===== src/rtl/rail_enable_sequencer.sv =====
// rail_enable_sequencer: five-rail PMIC enable sequencer with ordered power-up, reverse power-down and all-off fault.
// Define RAIL_SEQ_PG_SYNC_EN to pass i_pg through a two-flop synchronizer before use.
module rail_enable_sequencer #(
    parameter logic [31:0] STEP_DELAY = 32'd1000,
    parameter logic [31:0] PG_TIMEOUT = 32'd100000
) (
    input  logic       i_clk,
    input  logic       i_rst_n,
    input  logic       i_enable,
    input  logic [4:0] i_pg,
    output logic [4:0] o_en,
    output logic       o_powered,
    output logic       o_busy,
    output logic       o_fault,
    output logic [2:0] o_fault_rail
);
    typedef enum logic [2:0] {S_OFF, S_RAMP_UP, S_SETTLE, S_ON, S_RAMP_DOWN, S_FAULT} state_t;
    state_t      state_q, state_d;
    logic [2:0]  k_q, k_d, fault_rail_q, fault_rail_d, bad_idx, top_idx;
    logic [31:0] cnt_q, cnt_d;
    logic [4:0]  en_q, en_d, pg, bad;
    logic        powered_q, busy_q, fault_q;
`ifdef RAIL_SEQ_PG_SYNC_EN
    logic [4:0] pg_meta_q, pg_sync_q;
    always_ff @(posedge i_clk or negedge i_rst_n) begin
        if (!i_rst_n) begin
            pg_meta_q <= '0;
            pg_sync_q <= '0;
        end else begin
            pg_meta_q <= i_pg;
            pg_sync_q <= pg_meta_q;
        end
    end
    assign pg = pg_sync_q;
`else
    assign pg = i_pg;
`endif
    always_comb begin
        state_d      = state_q;
        k_d          = k_q;
        cnt_d        = cnt_q;
        en_d         = en_q;
        fault_rail_d = fault_rail_q;
        bad          = en_q & ~pg;
        bad_idx      = '0;
        top_idx      = '0;
        // The rail still waiting for power-good is judged by the timeout, not here.
        if (state_q == S_RAMP_UP) bad[k_q] = 1'b0;
        for (int i = 4; i >= 0; i--) if (bad[i]) bad_idx = i[2:0];
        for (int i = 0; i < 5; i++) if (en_q[i]) top_idx = i[2:0];
        if ((state_q inside {S_RAMP_UP, S_SETTLE, S_ON}) && |bad) begin
            state_d      = S_FAULT;
            en_d         = '0;
            cnt_d        = '0;
            fault_rail_d = bad_idx;
        end else begin
            case (state_q)
                S_OFF: begin
                    en_d = '0;
                    if (i_enable) begin
                        state_d = S_RAMP_UP;
                        k_d     = '0;
                        en_d    = 5'b00001;
                        cnt_d   = '0;
                    end
                end
                S_RAMP_UP: begin
                    if (!pg[k_q] && (cnt_q + 32'd1) >= PG_TIMEOUT) begin
                        state_d      = S_FAULT;
                        en_d         = '0;
                        cnt_d        = '0;
                        fault_rail_d = k_q;
                    end else if (!i_enable) begin
                        state_d       = S_RAMP_DOWN;
                        en_d[top_idx] = 1'b0;
                        cnt_d         = '0;
                    end else if (pg[k_q]) begin
                        state_d = S_SETTLE;
                        cnt_d   = '0;
                    end else begin
                        cnt_d = cnt_q + 32'd1;
                    end
                end
                S_SETTLE: begin
                    if (!i_enable) begin
                        state_d       = S_RAMP_DOWN;
                        en_d[top_idx] = 1'b0;
                        cnt_d         = '0;
                    end else if (k_q == 3'd4 && (cnt_q + 32'd1) >= STEP_DELAY) begin
                        state_d = S_ON;
                        cnt_d   = '0;
                    end else if (k_q != 3'd4 && cnt_q >= STEP_DELAY) begin
                        // Next rail is switched on the edge after the settle window closes.
                        state_d             = S_RAMP_UP;
                        k_d                 = k_q + 3'd1;
                        en_d[k_q + 3'd1]    = 1'b1;
                        cnt_d               = '0;
                    end else begin
                        cnt_d = cnt_q + 32'd1;
                    end
                end
                S_ON: begin
                    if (!i_enable) begin
                        state_d       = S_RAMP_DOWN;
                        en_d[top_idx] = 1'b0;
                        cnt_d         = '0;
                    end
                end
                S_RAMP_DOWN: begin
                    if (cnt_q >= STEP_DELAY) begin
                        cnt_d = '0;
                        if (en_q == '0) state_d = S_OFF;
                        else en_d[top_idx] = 1'b0;
                    end else begin
                        cnt_d = cnt_q + 32'd1;
                    end
                end
                S_FAULT: begin
                    en_d = '0;
                    if (!i_enable) state_d = S_OFF;
                end
                default: begin
                    state_d = S_OFF;
                    en_d    = '0;
                    cnt_d   = '0;
                end
            endcase
        end
    end
    always_ff @(posedge i_clk or negedge i_rst_n) begin
        if (!i_rst_n) begin
            state_q      <= S_OFF;
            k_q          <= '0;
            cnt_q        <= '0;
            en_q         <= '0;
            fault_rail_q <= '0;
            powered_q    <= 1'b0;
            busy_q       <= 1'b0;
            fault_q      <= 1'b0;
        end else begin
            state_q      <= state_d;
            k_q          <= k_d;
            cnt_q        <= cnt_d;
            en_q         <= en_d;
            fault_rail_q <= fault_rail_d;
            powered_q    <= state_d == S_ON;
            busy_q       <= state_d inside {S_RAMP_UP, S_SETTLE, S_RAMP_DOWN};
            fault_q      <= state_d == S_FAULT;
        end
    end
    assign o_en         = en_q;
    assign o_powered    = powered_q;
    assign o_busy       = busy_q;
    assign o_fault      = fault_q;
    assign o_fault_rail = fault_rail_q;
endmodule


===== config.mk =====
export PLATFORM = sky130hd
export DESIGN_NAME = rail_enable_sequencer
export DESIGN_NICKNAME = d
export VERILOG_FILES = /design/src/rtl/rail_enable_sequencer.sv
export SDC_FILE = /design/constraint.sdc
export NUM_CORES = 1
export LEC_CHECK = 0
export ABC_AREA = 1
export CAP_MARGIN = 30
export CORE_ASPECT_RATIO = 1.4
export CORE_UTILIZATION = 42
export CTS_CLUSTER_DIAMETER = 80
export DETAILED_ROUTE_END_ITERATION = 7
export HOLD_SLACK_MARGIN = 0.1
export PLACE_DENSITY = 0.69
export SYNTH_ARGS = -nofsm -noshare
export SYNTH_HDL_FRONTEND = slang
export SYNTH_SLANG_ARGS = --single-unit

===== constraint.sdc =====
create_clock -name i_clk -period 2.5 [get_ports i_clk]
set_clock_uncertainty 0.1 [all_clocks]
set_input_delay 0.25 -clock i_clk [delete_from_list [all_inputs] [get_ports i_clk]]
set_output_delay 0.25 -clock i_clk [all_outputs]
set_load 0.01 [all_outputs]

==> results of run 1 <==
Yosys cell counts (3+ instances only):
cell type	instances	area share
nor2_4	6	0.018
a311oi_1	3	0.0069
o21ai_1	4	0.0053
nor2_2	4	0.0066
o311ai_0	3	0.0069
inv_2	7	0.0069
nand3b_1	4	0.0079
nand2_2	6	0.0099
a21oi_1	7	0.0092
o22ai_2	10	0.033
o31ai_1	3	0.0059
a21oi_2	3	0.0069
nor4_1	5	0.0082
nand2_1	178	0.18
ha_1	4	0.013
xor2_1	3	0.0069
o22ai_1	4	0.0066
inv_1	76	0.075
o21ai_0	21	0.028
nand4_1	10	0.016
nor3_1	8	0.011
nor2_1	101	0.10
dfrtp_1	49	0.32
nand3_1	44	0.058
clkbuf_1	3	0.0030
buf_2	3	0.0040
through the flow:
step	utilization	setup slack (ps)	std cells
after floorplan	-	175.3	591
after global placement	0.5113	-157.0	748
after detailed placement	0.5113	-204.5	748
after CTS	0.5402	-43.65	763
after global routing	0.5779	-279.5	773
final	0.5779	-125.3	773
state kept, by name, indices dropped and copies added (netlist names):
register and flops:
k_q 3, cnt_q 32, state_q 3, o_en 5, o_fault 1, o_busy 1, o_powered 1, o_fault_rail 3
how the worst max path moves through the flow:
stage / startpoint / end
2_1_floorplan: cnt_q[0]$_DFFE_PN0P_ / cnt_q[10]$_DFFE_PN0P_
3_3_place_gp: cnt_q[0]$_DFFE_PN0P_ / o_fault_rail[0]$_DFFE_PN0P_
3_5_place_dp: cnt_q[0]$_DFFE_PN0P_ / o_fault_rail[0]$_DFFE_PN0P_
4_1_cts: cnt_q[1]$_DFFE_PN0P_ / o_busy$_DFF_PN0_
5_1_grt: cnt_q[1]$_DFFE_PN0P_ / cnt_q[0]$_DFFE_PN0P_
6_report: cnt_q[1]$_DFFE_PN0P_ / cnt_q[3]$_DFFE_PN0P_
per-layer routing:
metal	global-route usage	vias up	routed length [um]
met5	0	-	0
met4	0.1801	0	689
met3	0.03506	51	508
met2	0.4821	154	6540
met1	0.2840	1996	4460
li1	-	2054	-
what timing repair did:
item | in CTS | in global routing
setup buffers | 6 | 9
resized for setup | 18 | 63
hold endpoints to repair | 22 | 0
pin swaps | 4 | 23
cloned | 0 | 1
setup endpoints to repair | 29 | 47
hold buffers | 1 | 0
kinds of logic (layout without fill, tap and decap cells):
| kind of cell | after synthesis | count (layout) | share of synthesized area |
|---|---|---|---|
| flip-flops | 49 | 49 | 0.3227 |
| adder cells (fa/ha/maj) | 4 | 4 | 0.01317 |
| AO/OA/AOI/OAI | 69 | 69 | 0.1320 |
| XOR/XNOR | 5 | 5 | 0.01153 |
| buffers and inverters | 92 | 169 | 0.09384 |
| AND/OR/NAND/NOR | 372 | 372 | 0.4267 |
power groups by stage:
| stage | clock, mW | sequential, mW | combinational [mW] |
|---|---|---|---|
| CTS | 0.706 | 0.922 | 1.23 |
| global placement | 0 | 0.935 | 1.20 |
| global route | 0.727 | 0.930 | 1.52 |
| finish | 0.700 | 0.925 | 1.42 |
| floorplan | 0 | 0.947 | 0.740 |
| detailed placement | 0 | 0.937 | 1.19 |
cell type report:
type                    count  area share
multi-input cells         450      0.4971
flip-flops and latches     49      0.2461
repair buffers             76      0.1383
inverters                  85     0.06377
well taps                 105     0.02626
clock buffers               5     0.02501
clock inverters             3    0.003501
worst reg2reg max path, delay by kind of cell, from the launching register on:
kind,cells,cell delay [ps]
AOI/OAI and AO/OA,3,380
buffers and inverters,6,760
DFF,1,400
and+or+nand+nor,9,860
==> impl_metrics.ini, run 1 <==
[drt]
wl_um = 12200
drt-initial-drc-count = 356
drc_errors = 0
vias = 4255
drtPass1Iterations = 7
ant_nets = 0
via_per_inst = 5.505
routedWlPerCell_um = 15.78

[power]
power_density_nw_per_um2 = 608.7
p_sw_mw = 1.264
p_total_mw = 3.046
ir_worst_vdd_v = 0.0006061
pwr-share-seq = 0.304
internal_power_mw = 1.782
p_comb_frac = 0.466
power.share.clock = 0.230
p_sw_frac = 0.4149
p_leak_nw = 2.224

[layout]
final_cell_mix = nand2_1, nor2_1, inv_1, buf_4, dfrtp_1
fillers = 803
multi_input_area_sq_um = 2487
final_common_cell = nand2_1
fin_area_sq_um = 5004
areaGrowthSynthToFinish_pct = 31.68
drive_gt1_frac = 0.2440
final_nets = 679
num_antenna_cells = 0
regArea_sq_um = 1231

[clocking]
ctsHtreeMaxLevel = 2
cts_buffer_depth = 2
clkLatencyLatePin_ps = 300
root_buffer = clkbuf_16
cts.clk_slew.worst_paths_ps = 70
cts_tree = done
cts_buffers = 5
clock-sinks = 49

[setup_path]
critPathRequiredTime_ps = 2590
critPathLaunchType = flop
worst-path-stages = 18
r2r_cells = 18
crit_type = reg2reg
critPathBufInv = 6
worstPathArrival_ps = 2710
reg2reg_slack_ps = -130
cp_top_family = simple AND/OR/NAND/NOR gates
slowest_stage = dfrtp_1
cp_slowest_stage_delay_ps = 400
worstPathCellList = buf_6 > nand2_4 > nor2_4 > buf_12 > nand2_8 > nor2_4 > buf_4 > buf_4 > nand2_1 > nand2_1 > nand2_1 > inv_1 > nand2_2 > nand3_4 > o21ai_4 > o21ai_4 > clkbuf_16 > o22ai_2
critPathMaxFanout = 6
r2r-end = cnt_q[3]$_DFFE_PN0P_
worst_path_most_repeated_cell = nand2_1
reg2reg_from = cnt_q[1]$_DFFE_PN0P_
worstSetupEndpointType = flop

[flow_run]
cap_violations = 0

[synthesis]
syn-cell-area_sq_um = 3800
syn_avg_cell_area_sq_um = 6.430
synth_cell_types = 44
synth_flop_cell = dfrtp_1
seq_area_frac_synth = 0.3227
mappedNetlistNets = 603
yosysWarningCount = 0
async_flop_share = 1.000
yosys_register_bits = 49
syn_inst = 591
synth_edf_count = 0

[timing]
fin_hold_ws_ps = 380.5
fin_crit_sh = 1.050
slew_viol_final = 0
timing.slew.headroom = 0.6113
hold_viol = 0
setup_viol = 26
timing.fmax_mhz = 380.9
fin_ws_ps = -125.3
rsz0062_at_grt = yes
worst_pin_slew_ps = 583.1
post-route-min-period_ps = 2625
tns_ps = -2364

[floorplan]
floorplan.rows = 40
die_h_um = 114.5
dieArea_sq_um = 9437
io_pins = 19
die_w_um = 82.39
core_sq_um = 8658
start_util = 0.4389

[grt]
grt_max_degree = 30
antenna_found_initial = 0
grt.total_usage = 0.2693
grt_pass1_wl_um = 19070
grt_pass1_vias = 4101
overflow = 0

[run_status]
violations = negative setup slack
status = complete, but fails checks

[placed_design]
finalWeightedCongestion = 0.9322
postPlaceCellArea_sq_um = 4427
io_buffers = 18
dpl.hpwl_um = 9024

[worst_hold_path]
hold_path_class = in2async
No activity file was read; power rests on OpenSTA's default activity.
==> run 2: changes to the inputs <==
- CORE_MARGIN: not set -> 1
- TNS_END_PERCENT: not set -> 50
- clock period: 2.5 -> 3.2 ns (I/O delays scaled with it)
==> run 2 against run 1 <==
- largest cell class unchanged
- clock-buffer cell count grew 3
- the run now ends clean
- cell count fell by 7.0%
- worst setup slack gained 450 ps
- critical endpoint is now cnt_q[2]$_DFFE_PN0P_
==> impl_metrics.ini, run 2 (synthesis gave the netlist of run 1 again) <==
[run_status]
status = completed

[setup_path]
critPathRequiredTime_ps = 3250
cp_top_family = simple AND/OR/NAND/NOR gates
slowest_stage = o21ai_4
worstSetupEndpointType = flop
cp_slowest_stage_delay_ps = 550
critPathLaunchType = flop
worstPathArrival_ps = 2930
reg2reg_from = cnt_q[0]$_DFFE_PN0P_
crit_type = reg2reg
reg2reg_slack_ps = 330
worstPathCellList = ha_1 > nand2_2 > nor2_4 > nand2_2 > nor2_1 > nand3_1 > nand2_1 > nor2_1 > nand2_1 > nor2_2 > nand3_1 > a21oi_2 > o21ai_4 > o21ai_0
critPathMaxFanout = 17
critPathBufInv = 0
critical_path.startpoint = cnt_q[0]$_DFFE_PN0P_

[clocking]
clock-sinks = 49
cts_setup_buffers = 0
cts.clk_slew.worst_paths_ps = 70
ctsHtreeMaxLevel = 2
root_buffer = clkbuf_16
clkLatencyLatePin_ps = 290
cts_buffer_depth = 2
cts_tree = done
cts_buffers = 5

[power]
p_comb_frac = 0.402
power_density_nw_per_um2 = 493.5
pwr-share-seq = 0.349
internal_power_mw = 1.219
p_sw_frac = 0.4183
ir_worst_vdd_v = 0.0002508
p_sw_mw = 0.8763
p_leak_nw = 1.847
p_total_mw = 2.095
power.share.clock = 0.249

[floorplan]
core_sq_um = 8658
floorplan.rows = 40
die_w_um = 82.39
io_pins = 19
die_h_um = 114.5
start_util = 0.4389
dieArea_sq_um = 9437

[layout]
final_cell_mix = nand2_1, nor2_1, inv_1, dfrtp_1, nand3_1
largest_reg_flops = 32
areaGrowthSynthToFinish_pct = 11.72
final_common_cell = nand2_1
num_antenna_cells = 0
top_register = cnt_q
fin_area_sq_um = 4245
final_nets = 625
finish.utilization = 0.4903
finalNonFillerCells = 719
drive_gt1_frac = 0.08469

[placed_design]
place_ws_ps = 117.4
dpl.hpwl_um = 8581
numPlacedInstances = 710
finalWeightedCongestion = 1.006
postPlaceCellArea_sq_um = 4091
io_buffers = 18

[timing]
worst_pin_slew_ps = 695.8
fin_ws_ps = 325.4
hold_viol = 0
tns_ps = 0
fin_crit_sh = 0.8983
timing.fmax_mhz = 347.9
slew_viol_final = 0
post-route-min-period_ps = 2875
rsz0062_at_grt = no
setup_viol = 0
timing.slew.headroom = 0.5312
fin_hold_ws_ps = 420.4

[worst_hold_path]
hold_path_class = reg2reg
hp-start = o_fault_rail[0]$_DFFE_PN0P_

[grt]
grt.total_usage = 0.2543
grt_pass1_wl_um = 18040
antenna_found_initial = 0
grt_max_degree = 30
grt_pass1_vias = 3833
overflow = 0

[drt]
drtPass1Iterations = 6
drc_errors = 0
via_per_inst = 5.452
routedWlPerCell_um = 15.15
vias = 3920
ant_nets = 0
wl_um = 10900
drt-initial-drc-count = 239

[flow_run]
cap_violations = 0
-- run 2: changes by cell type in the layout (fill, tap and decap cells not counted), sizes merged --
cell	previous run	this run
buf	57	4
clkbuf	6	8
clkinv	4	2
clkinvlp	1	0
-- run 2: metal layers --
layer	global-route usage	up-vias	wire (um)
met5	0	-	0
met4	0.1322	0	525
met3	0.02709	34	370
met2	0.4700	110	5853
met1	0.2749	1826	4146
li1	-	1950	-
-- run 2: power groups by stage --
stage | clock [mW] | combinational (mW) | sequential [mW]
floorplan | 0 | 0.578 | 0.740
global placement | 0 | 0.806 | 0.740
detailed placement | 0 | 0.824 | 0.740
CTS | 0.536 | 0.827 | 0.730
global route | 0.553 | 0.935 | 0.737
finish | 0.522 | 0.842 | 0.731
-- run 2: worst reg2reg max path, cell delays in order, from the launching register on --
cell,delay (ps)
dfrtp_1,460
ha_1,260
nand2_2,90
nor2_4,130
nand2_2,140
nor2_1,250
nand3_1,110
nand2_1,70
nor2_1,40
nand2_1,120
nor2_2,70
nand3_1,100
a21oi_2,80
o21ai_4,550
o21ai_0,170
-- run 2: repair_timing --
action / 4_1_cts / 5_1_grt
endpoints found under the setup margin: 0 / 17
gates resized for setup: 0 / 1
endpoints found under the hold margin: 26 / 0
hold buffers: 1 / 0
-- run 2: final timing paths --
check / endpoint / depth (start not counted)
max in group asynchronous: state_q[0]$_DFF_PN0_ / 3
worst min-delay path: o_fault_rail[0]$_DFFE_PN0P_ / 2
worst max register to register: cnt_q[2]$_DFFE_PN0P_ / 14
min in group asynchronous: cnt_q[25]$_DFFE_PN0P_ / 2
worst max-delay path: cnt_q[2]$_DFFE_PN0P_ / 14
worst min register to register: o_fault_rail[0]$_DFFE_PN0P_ / 2
-- run 2: area by class of cell --
class / count / area (sq um)
Fill cell: 916 / 4413
Multi-Input combinational cell: 450 / 2225
Sequential cell: 49 / 1226
Inverter: 85 / 319.1
Timing Repair Buffer: 22 / 207.7
Clock buffer: 8 / 136.4
Tap cell: 105 / 131.4
==> run 3: changes to the inputs <==
- CTS_CLUSTER_DIAMETER: 80 -> not set
- PLACE_DENSITY: 0.69 -> 0.71
- clock period: 3.2 -> 2.5 ns (I/O delays scaled with it)
==> run 3 against run 2 <==
- global-route usage is 1.0 points higher
- via count is 6.4% higher
- combinational power is 58% higher
- core utilization is 6.4 points higher
- largest cell class unchanged
- first-iteration DRC count is 1.3% lower
- critical path type unchanged
- clock power is 36% higher
==> impl_metrics.ini, run 3 (synthesis gave the netlist of run 1 again) <==
[timing]
tns_ps = 0
post-route-min-period_ps = 2488
hold_viol = 0
rsz0062_at_grt = yes
worst_pin_slew_ps = 556.9
setup_viol = 0
slew_viol_final = 0
fin_crit_sh = 0.9950
timing.fmax_mhz = 402.0
timing.slew.headroom = 0.6288

[layout]
fin_area_sq_um = 4802
fillers = 839
drive_gt1_frac = 0.2168
largest_reg_flops = 32
num_antenna_cells = 0
finish.utilization = 0.5546
final_common_cell = nand2_1
multi_input_area_sq_um = 2426
regArea_sq_um = 1231
final_cell_mix = nand2_1, nor2_1, inv_1, dfrtp_1, nand3_1
final_nets = 666
areaGrowthSynthToFinish_pct = 26.37
top_register = cnt_q

[grt]
grt_pass1_wl_um = 18680
grt_pass1_vias = 4043
grt.total_usage = 0.2644
grt_max_degree = 41
antenna_found_initial = 0
overflow = 0

[drt]
routedWlPerCell_um = 15.48
wl_um = 11760
drt-initial-drc-count = 236
ant_nets = 0
drc_errors = 0
vias = 4172
drtPass1Iterations = 7
via_per_inst = 5.489

[power]
p_comb_frac = 0.450
power.share.clock = 0.239
ir_worst_vdd_v = 0.0006785
p_leak_nw = 2.130
internal_power_mw = 1.718
pwr-share-seq = 0.311
power_density_nw_per_um2 = 616.4
p_sw_frac = 0.4198
p_sw_mw = 1.243

[setup_path]
critPathLaunchType = flop
r2r_cells = 16
reg2reg_slack_ps = 10
r2r-end = cnt_q[0]$_DFFE_PN0P_
reg2reg_from = cnt_q[1]$_DFFE_PN0P_
critPathRequiredTime_ps = 2630
critPathMaxFanout = 17
worstPathArrival_ps = 2620
worstSetupEndpointType = flop
crit_type = reg2reg

[floorplan]
floorplan.rows = 40
dieArea_sq_um = 9437
die_h_um = 114.5
start_util = 0.4389
die_w_um = 82.39
core_sq_um = 8658
io_pins = 19

[placed_design]
postPlaceCellArea_sq_um = 4342
io_buffers = 18
dpl.hpwl_um = 8866
finalWeightedCongestion = 1.018

[clocking]
clkLatencyLatePin_ps = 300
ctsHtreeMaxLevel = 2
cts_tree = done
cts.clk_slew.worst_paths_ps = 70
cts_buffers = 5
cts_buffer_depth = 2
root_buffer = clkbuf_16
clock-sinks = 49

[run_status]
status = completed

[worst_hold_path]
hold_path_class = in2async

[flow_run]
cap_violations = 0
==> run 3: cell count changes in the layout (fill, tap and decap cells not counted), moves of 5 or more <==
cell and change:
buf_4 +38, nor2_1 -12, nand2_2 +11, nand2_4 +5, nor2_2 +8, o21ai_0 -5, nand2_1 -16
==> run 3: worst max path at each step <==
stage                          from  slack, ps                     endpoint
6_report       cnt_q[1]$_DFFE_PN0P_         10         cnt_q[0]$_DFFE_PN0P_
5_1_grt        cnt_q[1]$_DFFE_PN0P_       -190         cnt_q[8]$_DFFE_PN0P_
4_1_cts        state_q[1]$_DFF_PN0_        0.7         cnt_q[8]$_DFFE_PN0P_
3_5_place_dp   cnt_q[1]$_DFFE_PN0P_       -180  o_fault_rail[0]$_DFFE_PN0P_
3_3_place_gp   cnt_q[0]$_DFFE_PN0P_       -150  o_fault_rail[0]$_DFFE_PN0P_
2_1_floorplan  cnt_q[0]$_DFFE_PN0P_        180        cnt_q[10]$_DFFE_PN0P_
==> run 3: cell type report <==
type | count | area share
Sequential cell | 49 | 0.2564
Timing Repair Buffer | 63 | 0.1133
Clock buffer | 5 | 0.02606
Clock inverter | 3 | 0.004429
Multi-Input combinational cell | 450 | 0.5052
Inverter | 85 | 0.06722
Tap cell | 105 | 0.02736
==> run 3: per-stage QoR <==
| stage | setup WS (ps) | cells | hold slack (ps) | power, mW |
|---|---|---|---|---|
| finish | 12.42 | 760 | 232.9 | 2.960 |
| global route | -193.9 | 760 | 270.5 | 3.121 |
| CTS | 0.7012 | 751 | 240.1 | 2.866 |
| detailed placement | -183.7 | 740 | 27.20 | 2.141 |
| global placement | -150.9 | 740 | 20.94 | 2.125 |
| floorplan | 175.3 | 591 | -145.6 | 1.687 |
==> run 3: critical path, cell delays in order, from the launching register on <==
cell      delay [ps]
dfrtp_1          370
ha_2             210
nand3_1          110
nor2_1           260
nand2_1          150
nand2_1          120
nand2_1           60
nand2_1           60
nand2_1           50
nand2_1          100
nand3b_1         100
nand2_2           90
nand3_4          110
o21ai_2          160
o21ai_2           80
buf_12           170
o21ai_1          110
==> run 3: what timing repair did <==
action,in CTS,in global routing
hold endpoints to repair,9,0
buffers inserted,2,9
gates resized for setup,10,57
pin swaps,1,23
hold buffers,1,0
setup endpoints to repair,17,47
==> run 3: power groups by stage <==
| stage | clock network, mW | registers [mW] | logic [mW] |
|---|---|---|---|
| global placement | 0 | 0.931 | 1.19 |
| floorplan | 0 | 0.947 | 0.740 |
| finish | 0.708 | 0.921 | 1.33 |
| detailed placement | 0 | 0.931 | 1.21 |
| CTS | 0.725 | 0.919 | 1.22 |
| global route | 0.748 | 0.930 | 1.44 |
==> run 3: metal layers <==
layer  track usage  part of all wire  vias to the layer above
li1              -                 -                     2040
met1        0.2942              0.39                     1958
met2        0.4595              0.52                      136
met3       0.03904             0.035                       38
met4        0.1637             0.051                        0
met5             0                 0                        -
